### src/rtl/mvau_defn_pkg.sv
// Shared MVU/MVAU definitions: popcount accumulator FSM encoding and width helpers.
// Contents:
//   popacc_state_t          - popcount accumulator FSM states
//   pc_width(simd)          - width of one SIMD popcount beat (0..simd)
//   acc_width(simd, sf)     - width of a full-row popcount sum (0..simd*sf)
package mvau_defn;

    typedef enum logic [0:0] {
        S_IDLE = 1'b0,
        S_ACC  = 1'b1
    } popacc_state_t;

    function automatic int unsigned pc_width(input int unsigned simd);
        return $clog2(simd + 1);
    endfunction

    function automatic int unsigned acc_width(input int unsigned simd, input int unsigned sf);
        return $clog2(simd * sf + 1);
    endfunction

endpackage

### src/rtl/mvu_pe_popcount_acc_obuf.sv
// Single-entry valid/ready output register for the PE popcount accumulator.
// Ports:
//   clk, rst   - clock, synchronous active-high reset
//   load       - a completed row result is presented this cycle
//   load_val   - value of the completed row
//   out_rdy    - downstream accepts the held result
//   out_v      - held result valid (registered)
//   out_acc    - held result (registered, stable while out_v && !out_rdy)
//   in_rdy     - combinational: upstream may proceed unless the result is blocked
module mvu_pe_popcount_acc_obuf #(
    parameter int unsigned TO = 16
) (
    input  logic          clk,
    input  logic          rst,
    input  logic          load,
    input  logic [TO-1:0] load_val,
    input  logic          out_rdy,
    output logic          out_v,
    output logic [TO-1:0] out_acc,
    output logic          in_rdy
);

    logic          out_v_q;
    logic          out_v_d;
    logic [TO-1:0] out_acc_q;
    logic [TO-1:0] out_acc_d;

    // A load only happens when the slot is empty or being taken, so it always wins.
    always_comb begin
        out_v_d   = out_v_q;
        out_acc_d = out_acc_q;
        if (load) begin
            out_v_d   = 1'b1;
            out_acc_d = load_val;
        end else if (out_v_q && out_rdy) begin
            out_v_d   = 1'b0;
        end
    end

    always_ff @(posedge clk) begin
        if (rst) begin
            out_v_q   <= 1'b0;
            out_acc_q <= '0;
        end else begin
            out_v_q   <= out_v_d;
            out_acc_q <= out_acc_d;
        end
    end

    assign out_v   = out_v_q;
    assign out_acc = out_acc_q;
    assign in_rdy  = !(out_v_q && !out_rdy);

endmodule

### src/rtl/mvu_pe_popcount_acc.sv
// PE popcount accumulator: sums SF popcount beats (one per synapse fold) into a
// full-row binary dot-product count and presents it on a valid/ready output.
// Optional build macro BIPOLAR_OUT_EN: output becomes the signed bipolar dot
// product 2*count - SIMD*SF instead of the raw unsigned count.
// Ports:
//   clk, rst  - clock, synchronous active-high reset
//   in_v      - popcount beat valid
//   in_rdy    - block can accept a beat (combinational)
//   in_pc     - popcount of the current SIMD beat, 0..SIMD
//   out_v     - accumulated result valid
//   out_rdy   - downstream accepts the result
//   out_acc   - accumulated result (unsigned, or signed with BIPOLAR_OUT_EN)
module mvu_pe_popcount_acc
    import mvau_defn::*;
#(
    parameter  int unsigned SIMD = 2,
    parameter  int unsigned SF   = 4,
    parameter  int unsigned TO   = 16,
    localparam int unsigned TI   = pc_width(SIMD)
) (
    input  logic          clk,
    input  logic          rst,
    input  logic          in_v,
    output logic          in_rdy,
    input  logic [TI-1:0] in_pc,
    output logic          out_v,
    input  logic          out_rdy,
    output logic [TO-1:0] out_acc
);

    localparam int unsigned AW = acc_width(SIMD, SF);
    localparam int unsigned CW = (SF > 1) ? $clog2(SF) : 1;
`ifdef BIPOLAR_OUT_EN
    localparam int unsigned TO_MIN = AW + 1;
`else
    localparam int unsigned TO_MIN = AW;
`endif

    // Elaboration-time parameter sanity.
    generate
        if (SF == 0) begin : g_bad_sf
            $error("mvu_pe_popcount_acc: SF must be at least 1");
        end
        if (TO < TO_MIN) begin : g_bad_to
            $error("mvu_pe_popcount_acc: TO too narrow for SIMD*SF result");
        end
    endgenerate

    popacc_state_t state_q;
    popacc_state_t state_d;
    logic [AW-1:0] acc_q;
    logic [AW-1:0] acc_d;
    logic [CW-1:0] sf_cnt_q;
    logic [CW-1:0] sf_cnt_d;
    logic          beat;
    logic          last_beat;
    logic          cmpl;
    logic [AW-1:0] sum;
    logic [TO-1:0] res;

    assign beat = in_v && in_rdy;

    // With SF==1 every beat closes a row; otherwise the final fold closes it.
    assign last_beat = (SF == 1) ? 1'b1
                                 : ((state_q == S_ACC) && (sf_cnt_q == CW'(SF - 1)));

    // Idle holds no partial sum, so the running sum starts from the beat alone.
    assign sum = ((state_q == S_ACC) ? acc_q : '0) + AW'(in_pc);

    // FSM state register.
    always_ff @(posedge clk) begin
        if (rst) begin
            state_q <= S_IDLE;
        end else begin
            state_q <= state_d;
        end
    end

    // FSM next-state logic.
    always_comb begin
        state_d = state_q;
        case (state_q)
            S_IDLE: if (beat && !last_beat) state_d = S_ACC;
            S_ACC:  if (beat && last_beat)  state_d = S_IDLE;
        endcase
    end

    // FSM outputs: accumulator / fold counter updates and row completion.
    always_comb begin
        acc_d    = acc_q;
        sf_cnt_d = sf_cnt_q;
        cmpl     = 1'b0;
        if (beat) begin
            if (last_beat) begin
                cmpl     = 1'b1;
                acc_d    = '0;
                sf_cnt_d = '0;
            end else begin
                acc_d    = sum;
                sf_cnt_d = sf_cnt_q + CW'(1);
            end
        end
    end

    // Datapath registers.
    always_ff @(posedge clk) begin
        if (rst) begin
            acc_q    <= '0;
            sf_cnt_q <= '0;
        end else begin
            acc_q    <= acc_d;
            sf_cnt_q <= sf_cnt_d;
        end
    end

    // Result formatting happens in the completion cycle so latency is unchanged.
`ifdef BIPOLAR_OUT_EN
    assign res = (TO'(sum) << 1) - TO'(SIMD * SF);
`else
    assign res = TO'(sum);
`endif

    // Popcount beats larger than SIMD cannot come from a legal popcount adder.
    always_ff @(posedge clk) begin
        if (!rst && beat) begin
            assert (in_pc <= TI'(SIMD));
        end
    end

    mvu_pe_popcount_acc_obuf #(
        .TO (TO)
    ) u_obuf (
        .clk      (clk),
        .rst      (rst),
        .load     (cmpl),
        .load_val (res),
        .out_rdy  (out_rdy),
        .out_v    (out_v),
        .out_acc  (out_acc),
        .in_rdy   (in_rdy)
    );

endmodule
### config.mk
export PLATFORM = sky130hd
export DESIGN_NAME = mvu_pe_popcount_acc
export DESIGN_NICKNAME = d
export VERILOG_FILES = /design/src/rtl/mvau_defn_pkg.sv /design/src/rtl/mvu_pe_popcount_acc_obuf.sv /design/src/rtl/mvu_pe_popcount_acc.sv
export SDC_FILE = /design/constraint.sdc
export NUM_CORES = 1
export LEC_CHECK = 0
export BUFFER_PORTS_ARGS = -buffer_cell sky130_fd_sc_hd__buf_2
export CAP_MARGIN = 40
export CORE_MARGIN = 10
export CORE_UTILIZATION = 30
export CTS_BUF_LIST = sky130_fd_sc_hd__clkbuf_8
export CTS_CLUSTER_DIAMETER = 150
export DETAILED_ROUTE_END_ITERATION = 8
export GPL_ROUTABILITY_DRIVEN = 0
export GPL_TIMING_DRIVEN = 0
export PLACE_DENSITY = 0.56
export SYNTH_ARGS = -nofsm -noshare
export SYNTH_HDL_FRONTEND = slang
export SYNTH_SLANG_ARGS = --single-unit
### constraint.sdc
create_clock -name clk -period 2.7 [get_ports clk]
set_input_delay 0.54 -clock clk [delete_from_list [all_inputs] [get_ports clk]]
set_output_delay 0.54 -clock clk [all_outputs]
set_load 0.02 [all_outputs]
==> metrics <==
max-cap viol count 0; Worst R2R Path Depth 7; synth top area cells dfxtp_1 32%, buf_4 12%, a21oi_1 6.7%, ha_1 5.0%, o21ai_0 4.7%; startpoint types flip-flop; Final ANT Viol Nets 0; postcts setup bufs 0; Lkg Pwr 0.430 nW; largest net degree at the start of global routing 11; Logic pwr share 0.165; DRC viols 0; multi-input combinational cell area between 400 and 500 µm²; Layout Nets approximately 130; clock sinks 12; Fmax ~480 MHz; count of cell types in the netlist 31; PwrDens approximately 450 nW/µm²; fin cells about 140; flops & latches, synth 12; Die Height ~70 µm; Mapped Area roughly 750 µm²; post-synthesis sequential area ratio 0.322; Buffers on Ports 11; most frequent cells after synthesis 12 x buf_4, 12 x dfxtp_1, 10 x a21oi_1; Final HPWL DP ~1300 µm; fill cell count roughly 260; end of the worst hold path acc_q[1]; Root Buffer Master clkbuf_8; Seq pwr share 0.450; crit-path max FO 10; Pwr Total a little over 0.0004 W; layout cells sized above 1 0.298; GRT Util Overall 0.0712; Starting Density 0.307; Num CTS Buffers 3; Power Internal between 0.0003 and 0.0004 W; I/O pins 24; hold path cells 2; Cell Chain, Critical Path buf_6 > and2_2 > ha_1 > inv_1 > fa_1 > or4_1 > a21oi_1; Synth Area per Inst around 8.4 µm²; HP Class reg -> reg; Yosys warnings 0; WP data arrival roughly 2.3 ns; Critical Path RT between 2 and 3 ns; Clock Skews ~0.0027 ns; Final setup violation count 0; status complete, no violations; Hold Startpoint acc_q[1]; reg-to-reg setup timing slack approximately 0.60 ns; Sequential Area ~240 µm²; Crit path largest cell delay 0.52 ns; gr ovfl total 0; CORE AREA around 2400 µm²; initial drt markers 13; top_reg_cell synth dfxtp_1; placed cells around 140; Pins Over Slew Limit 0; cell taking the most area after synthesis dfxtp_1; vias between 600 and 700; Yosys top cell area share 0.322; Setup CP Type reg -> reg; H-tree depth 1; final worst path period share 0.778; Clk network pwr share 0.385; reg2reg end acc_q[1]; Post-synth EDFFs 0; FP Rows 18; CTS tree yes; CTS clk-pin slew, worst paths about 0.05 ns; sw power 0.000103 W; final WL 1690 µm; Switching Fraction 0.249; final hold vios 0; ys async rst share 0; CTS Hold Bufs 0; antenna violations before repair 0; minimum clock period after layout 2.10 ns; Clock Latency Late Sink ~0.23 ns; Post-Syn Instances 89; Clock Path Buffers 2; Hold WS 0.476 ns; Vias/cell 4.46; TNS Setup 0 ns; RSZ-0062 raised after global routing false; WL/cell about 12 µm; Area Growth Syn to Fin 23.5%; antenna fix cells 0; first-pass GRT wire length just under 3000 µm; CP endpoint kind flip-flop; vias in the first global route ~630; Max VDD drop approximately 0.19 mV; Die ar. slightly below 5000 µm²; Post-CTS Resized 0; width of the chip roughly 70 µm; slowest CP cell or4_1; Detailed Routing Iterations Pass 1 4
cell families (layout without fill, tap and decap cells):
group / count (synthesis) / count (layout) / synth area share
DFF: 12 / 12 / 0.322
adders and majority gates: 4 / 4 / 0.0771
buffers and inverters: 23 / 37 / 0.198
and+or+nand+nor: 22 / 22 / 0.184
AOI/OAI and AO/OA: 27 / 27 / 0.214
other: 1 / 12 / 0.00502
registers in the layout, indices dropped and copies added, names as in the netlist, named ones only:
signal / cells
acc_q: 4
sf_cnt_q: 2
u_obuf.out_acc: 4
u_obuf.out_v: 1
per-stage QoR:
stage | instance area [µm²] | utilization | setup WS [ns]
after floorplan | 788 | - | 0.754
after global placement | 881 | 0.362 | 0.581
final | 922 | 0.379 | 0.601
after CTS | 922 | 0.379 | 0.600
after global routing | 922 | 0.379 | 0.519
after detailed placement | 881 | 0.362 | 0.578
area by class of cell:
| class | instances | area share |
|---|---|---|
| buffer | 18 | 0.140 |
| clock buffer | 3 | 0.0448 |
| inverter | 5 | 0.0204 |
| multi-input combinational | 65 | 0.434 |
| sequential | 12 | 0.261 |
| tap | 30 | 0.0407 |
| timing repair buffer | 11 | 0.0597 |
worst max-delay path: cells and delay by family, from the launching register on:
| kind | cells | cell delay [ns] |
|---|---|---|
| AOI/OAI and AO/OA | 1 | 0.15 |
| and+or+nand+nor | 2 | 0.70 |
| DFF | 1 | 0.30 |
| adders and majority gates | 2 | 0.66 |
| buffers and inverters | 2 | 0.21 |
layout by cell type (no fill, tap or decap), types with 2 or more instances in the layout:
master    instances
o21ai_0           7
nand2_1           3
or4_1             2
ha_1              3
nor2b_1           3
a31oi_1           2
conb_1           12
buf_2            12
clkbuf_1          3
nor3_1            2
dfxtp_1          12
clkbuf_8          3
buf_6             2
a211oi_1          2
nand4_1           3
o31ai_1           3
inv_1             4
a21oi_1          10
buf_4            12
nand3_1           2
power by group through the flow:
stage / clock network [W] / registers (W) / logic, W
final: 0.000159 / 0.000186 / 0.0000682
after global routing: 0.000170 / 0.000186 / 0.0000765
after CTS: 0.000162 / 0.000186 / 0.0000672
after detailed placement: 0 / 0.000190 / 0.0000669
after global placement: 0 / 0.000189 / 0.0000663
after floorplan: 0 / 0.000189 / 0.0000551
how the worst max path moves through the flow:
stage                          from       end  slack, ns  cells after the start
after floorplan           flip-flop  acc_q[1]       0.75                      7
after global placement     in_pc[0]  acc_q[1]       0.58                      6
after detailed placement   in_pc[0]  acc_q[1]       0.58                      6
after CTS                 flip-flop  acc_q[1]       0.60                      7
after global routing      flip-flop  acc_q[1]       0.52                      7
final                     flip-flop  acc_q[1]       0.60                      7
per-layer routing:
metal / wire length [µm] / part of all wire / global-route usage
met1: 723 / 0.43 / 0.0752
met2: 859 / 0.51 / 0.123
met3: 75 / 0.044 / 0.0212
met4: 35 / 0.021 / 0.0395
met5: 0 / 0 / 0
Power figures use the tool's default switching activity.
